==> src/rtl/apb_pkg.sv <==
// rtl/apb_pkg.sv - shared APB bus widths and completer state encoding
package apb_pkg;

  localparam int APB_ADDR_W = 5;
  localparam int APB_DATA_W = 32;

  typedef enum logic [1:0] {
    IDLE  = 2'd0,
    WAIT  = 2'd1,
    READY = 2'd2
  } apb_state_e;

endpackage

==> src/rtl/apb_regfile.sv <==
// rtl/apb_regfile.sv - DEPTH x DATA_W register file, sync write, async clear, comb read
module apb_regfile
  import apb_pkg::*;
#(
  parameter int ADDR_W = APB_ADDR_W,
  parameter int DATA_W = APB_DATA_W,
  parameter int DEPTH  = 32
) (
  input  logic              pclk,
  input  logic              Reset,
  input  logic              we_i,
  input  logic [ADDR_W-1:0] waddr_i,
  input  logic [DATA_W-1:0] wdata_i,
  input  logic [ADDR_W-1:0] raddr_i,
  output logic [DATA_W-1:0] rdata_o
);

  localparam int IDX_W = (DEPTH > 1) ? $clog2(DEPTH) : 1;

  if (IDX_W > ADDR_W) begin : g_depth_chk
    $error("apb_regfile: DEPTH does not fit in ADDR_W address bits");
  end

  logic [DATA_W-1:0] mem_q [DEPTH];
  logic              waddr_ok;
  logic              raddr_ok;

  assign waddr_ok = int'(waddr_i) < DEPTH;
  assign raddr_ok = int'(raddr_i) < DEPTH;

  always_ff @(posedge pclk or posedge Reset) begin
    if (Reset) begin
      for (int i = 0; i < DEPTH; i++) begin
        mem_q[i] <= '0;
      end
    end else if (we_i && waddr_ok) begin
      mem_q[waddr_i[IDX_W-1:0]] <= wdata_i;
    end
  end

  // Out-of-range reads return zero rather than aliasing onto a real word.
  assign rdata_o = raddr_ok ? mem_q[raddr_i[IDX_W-1:0]] : '0;

endmodule

==> src/rtl/apb_slave_mem.sv <==
// rtl/apb_slave_mem.sv - APB completer with register file and programmable wait states
module apb_slave_mem
  import apb_pkg::*;
#(
  parameter int ADDR_W      = APB_ADDR_W,
  parameter int DATA_W      = APB_DATA_W,
  parameter int DEPTH       = 32,
  parameter int WAIT_CYCLES = 1
) (
  input  logic              pclk,
  input  logic              Reset,
  input  logic              psel,
  input  logic              penable,
  input  logic              pwrite,
  input  logic [ADDR_W-1:0] paddr,
  input  logic [DATA_W-1:0] pwdata,
  output logic [DATA_W-1:0] prdata,
  output logic              pready,
  output logic              pslverr
);

  if (WAIT_CYCLES < 0 || WAIT_CYCLES > 15) begin : g_wait_chk
    $error("apb_slave_mem: WAIT_CYCLES must be within 0..15");
  end

  localparam logic [3:0] WAIT_INIT = WAIT_CYCLES[3:0];

  apb_state_e        state_q;
  logic [3:0]        cnt_q;
  logic              acc_q;
  logic [ADDR_W-1:0] addr_q;
  logic              wr_q;
  logic [DATA_W-1:0] wd_q;
  logic              pready_q;
  logic              pslverr_q;
  logic [DATA_W-1:0] prdata_q;

  logic              load_d;
  logic              addr_ok_d;
  logic              commit_d;
  logic [DATA_W-1:0] rd_data_d;

  assign load_d    = psel && !penable && (state_q != WAIT);
  assign addr_ok_d = int'(addr_q) < DEPTH;
  assign commit_d  = (state_q == READY) && wr_q && psel && !pslverr_q;

  apb_regfile #(
    .ADDR_W (ADDR_W),
    .DATA_W (DATA_W),
    .DEPTH  (DEPTH)
  ) u_regfile (
    .pclk    (pclk),
    .Reset   (Reset),
    .we_i    (commit_d),
    .waddr_i (addr_q),
    .wdata_i (wd_q),
    .raddr_i (addr_q),
    .rdata_o (rd_data_d)
  );

  // acc_q marks that the access phase has been entered; the first penable
  // edge only registers that entry, so pready lands at T1+1+WAIT_CYCLES.
  always_ff @(posedge pclk or posedge Reset) begin
    if (Reset) begin
      state_q   <= IDLE;
      cnt_q     <= '0;
      acc_q     <= 1'b0;
      addr_q    <= '0;
      wr_q      <= 1'b0;
      wd_q      <= '0;
      pready_q  <= 1'b0;
      pslverr_q <= 1'b0;
      prdata_q  <= '0;
    end else begin
      if (load_d) begin
        addr_q <= paddr;
        wr_q   <= pwrite;
        wd_q   <= pwdata;
        cnt_q  <= WAIT_INIT;
        acc_q  <= 1'b0;
      end
      case (state_q)
        IDLE: begin
          if (load_d) state_q <= WAIT;
        end
        WAIT: begin
          if (!psel) begin
            state_q <= IDLE;
          end else if (penable) begin
            if (!acc_q) begin
              acc_q <= 1'b1;
            end else if (cnt_q != 4'd0) begin
              cnt_q <= cnt_q - 4'd1;
            end else begin
              state_q   <= READY;
              pready_q  <= 1'b1;
              pslverr_q <= !addr_ok_d;
              if (!wr_q) prdata_q <= rd_data_d;
            end
          end
        end
        READY: begin
          pready_q  <= 1'b0;
          pslverr_q <= 1'b0;
          state_q   <= load_d ? WAIT : IDLE;
        end
        default: state_q <= IDLE;
      endcase
    end
  end

  assign prdata  = prdata_q;
  assign pready  = pready_q;
  assign pslverr = pslverr_q;

endmodule

==> config.mk <==
export PLATFORM = sky130hd
export DESIGN_NAME = apb_slave_mem
export DESIGN_NICKNAME = d
export VERILOG_FILES = /design/src/rtl/apb_pkg.sv /design/src/rtl/apb_regfile.sv /design/src/rtl/apb_slave_mem.sv
export SDC_FILE = /design/constraint.sdc
export NUM_CORES = 2
export LEC_CHECK = 0
export CAP_MARGIN = 10
export CORE_MARGIN = 2
export CORE_UTILIZATION = 50
export CTS_CLUSTER_SIZE = 30
export DETAILED_ROUTE_END_ITERATION = 10
export PLACE_DENSITY_LB_ADDON = 0.2
export SYNTH_ARGS = -nofsm -noshare
export SYNTH_HDL_FRONTEND = slang
export SYNTH_SLANG_ARGS = --single-unit
==> constraint.sdc <==
create_clock -name pclk -period 51.1 [get_ports pclk]
set_input_delay 10.22 -clock pclk [delete_from_list [all_inputs] [get_ports pclk]]
set_output_delay 10.22 -clock pclk [all_outputs]
set_load 0.05 [all_outputs]
==> summary.txt <==
Outcome
  – Result of the run: finished, final reports clean

Route
  – Detail Route Antenna Nets: 0
  – Via count: 29,500
  – Wire length per cell after detailed routing: 29.1 um
  – Total length of routed wires: 137,000 um
  – Starting DRC count in detailed routing: 2,281
  – Via density: 6.28
  – DRC violation count after routing: 0
  – Pre-Repair DR Iteration Count: 5

Worst setup path
  – Arrival @ worst endpoint: 14.89 ns
  – Critical Path End Type: asynchronous set/reset pin
  – Max stage delay cell, worst path: buf_4
  – R2R Path Start: addr_q[1]
  – Worst path required time: 51.77 ns
  – Most used cell, CP: buf_4
  – Buffers and inverters on the worst path: 6
  – Worst r2r path cells: 7
  – Worst reg2reg endpoint: prdata[7]
  – Startpoint kind of the worst setup timing path: input pin
  – Ordered cell list for the critical path: clkdlybuf4s50_1 > inv_8 > buf_4 > buf_4 > buf_4 > buf_4
  – Family of cells with the greatest summed delay on the critical path: buffers and inverters
  – Maximum net fanout on the critical path: 143
  – Startpoint-to-endpoint class of the critical path: in -> async
  – Setup slack of the most critical reg-to-reg path: 46.52 ns
  – Slowest cell delay on critical path: 0.89 ns

STA
  – Shortest period the worst path allows: 14.22 ns
  – Final total negative setup slack: 0 ns
  – Max-slew violations: 0
  – Final critical-path share of the clock period: 27.8%
  – Setup repair after global routing missed its margin: false
  – Worst relative slew slack: 18.9%
  – Total setup violations reported at the end of the flow: 0
  – Clock skew after layout: 0.0342 ns
  – Max Clock Freq: 70.3 MHz
  – Hold Violations, Final: 0
  – Slew at the pin closest to its max-slew limit: 1.22 ns

Floorplan
  – Die extent in y: 319 um
  – Die width: 319 um
  – Initial cell density of the core: 50.5%
  – IO Pins: 76
  – Die Area: 102,000 um^2
  – Cell row count: 115
  – Core outline area: 98,600 um^2

Hold path
  – Cell depth of the worst min-delay path: 1
  – Critical hold path startpoint: u_regfile.mem_q[204]
  – End point of the worst hold path: u_regfile.mem_q[204]
  – Class of the most critical hold timing path: reg -> reg

Finish
  – Number of nets in the finished design: 3,362
  – Syn-to-layout area delta: 10.8%
  – Commonest cells after routing, fill and taps aside: 1,099 x dfrtp_1, 968 x mux2_2, 331 x mux2i_1
  – Share of layout cells above drive strength 1: 40.9%
  – Inserted Diodes: 0
  – Most common cell after layout, fill and taps aside: dfrtp_1

Run
  – Number of maximum-capacitance constraint violations: 0

Global routing
  – First-pass GRT wire length: 206,000 um
  – GRT Total Usage: 27.2%
  – Number of global-route vias before repair: 31,700
  – Largest net degree at the start of global routing: 194
  – Antenna violations before repair: 3
  – Total congestion overflow after global routing: 0

Logic synthesis
  – Synth Net Count: 3,411
  – Synthesized instance count: 3,368
  – Most used flip-flop cell after synthesis: dfrtp_1
  – Seq/Total Area, Yosys: 55.4%
  – Number of synthesized register bits: 1,102
  – Post-synthesis async set-or-reset flop share: 100%
  – Cell area after synthesis: 49,800 um^2
  – Number of synthesized flops with an enable pin: 0
  – Synthesis Warnings: 0
  – Distinct cell type count of the synthesized netlist: 62
  – Average footprint of a synthesized cell: 14.8 um^2

Clocking
  – Source-to-sink clock delay at the later pin of the worst-skew pair: 0.72 ns
  – Post-CTS Hold Fix Bufs: 0
  – TritonCTS clock tree: yes
  – Clock transition at path regs: 0.06 ns
  – Clock buffer count from CTS: 118
  – Maximum number of buffers from clock root to sink: 3
  – H-tree Lvls: 3
  – Clock tree sinks: 1,102
  – Post_cts resized: 0
  – Setup Buffers After CTS: 0
  – Clock root buffer: clkbuf_16

Power
  – Static Leak: 27.0 nW
  – Total power: 2.06 mW
  – Power density of the placed cells: 37.3 nW/um^2
  – Worst voltage drop across the vdd grid: 0.0000289 V

Placed design
  – HPWL reported at the end of detailed placement: 77,000 um
  – Final Wtd Congestion: 0.781
  – Buffers on Ports: 74
sequential cells by signal (all words and copies together) (netlist names):
signal,count
u_regfile.mem_q,1024
prdata,32
wd_q,32
addr_q,5
cnt_q,4
state_q,2
acc_q,1
pready,1
wr_q,1
report_power, final:
part	internal, mW	switching [mW]
registers	0.891	0.0617
logic	0.0831	0.160
clock network	0.506	0.356
total	1.48	0.578
per-stage QoR:
stage	worst slack (ns)	std cells	instance area, um^2	util [%]	hold WS, ns
after detailed placement	35.97	4486	51200	51.9	0.474
after floorplan	9.85	3368	49800	-	0.452
final	36.88	4703	55100	55.9	0.484
after global placement	36.25	4486	51200	51.9	0.462
after CTS	36.71	4703	55100	55.9	0.487
after global routing	36.16	4703	55100	55.9	0.491
synth_stat cells (24+ instances only):
| cell type | number | area, um^2 |
|---|---|---|
| mux2_1 | 95 | 1070 |
| a22oi_1 | 48 | 360 |
| mux2_2 | 968 | 10900 |
| mux4_2 | 90 | 2030 |
| a31oi_1 | 24 | 150 |
| clkbuf_1 | 113 | 424 |
| o22ai_1 | 128 | 801 |
| nor2_1 | 47 | 176 |
| dfrtp_1 | 1102 | 27600 |
| or4_1 | 28 | 210 |
| buf_4 | 79 | 593 |
| mux2i_1 | 331 | 3310 |
| buf_2 | 93 | 465 |
layout make-up:
class,instances,area (um^2)
tap,1287,1610
inverter,9,41.3
clock buffer,173,3510
timing repair buffer,144,1300
fill,7738,43400
sequential,1102,27600
multi-input combinational,1944,20600
clock inverter,44,458
metal layers:
layer / part of all wire, % / global-route usage [%]
met1: 43 / 36.7
met2: 48 / 44.6
met3: 5.2 / 4.48
met4: 3.7 / 9.47
met5: 0 / 0
cell families (layout without fill, tap and decap cells):
group                      count (synthesis)  after routing  share of synthesized area [%]
AOI/OAI and AO/OA                        263            263                           3.75
adders and majority gates                  1              1                         0.0251
DFF                                     1102           1102                           55.4
and+or+nand+nor                          195            195                           2.45
muxes                                   1484           1484                           34.8
other                                      1              1                        0.00754
buffers and inverters                    322            370                           3.54
how the worst max path moves through the flow:
| stage | from | cells past startpoint | slack, ns | to |
|---|---|---|---|---|
| after floorplan | Reset | 1 | 9.85 | acc_q |
| after global placement | Reset | 6 | 36.25 | wd_q[26] |
| after detailed placement | Reset | 6 | 35.97 | u_regfile.mem_q[700] |
| after CTS | Reset | 6 | 36.71 | wd_q[26] |
| after global routing | Reset | 6 | 36.16 | u_regfile.mem_q[988] |
| final | Reset | 6 | 36.88 | u_regfile.mem_q[284] |
(Power assumes the default switching activity.)
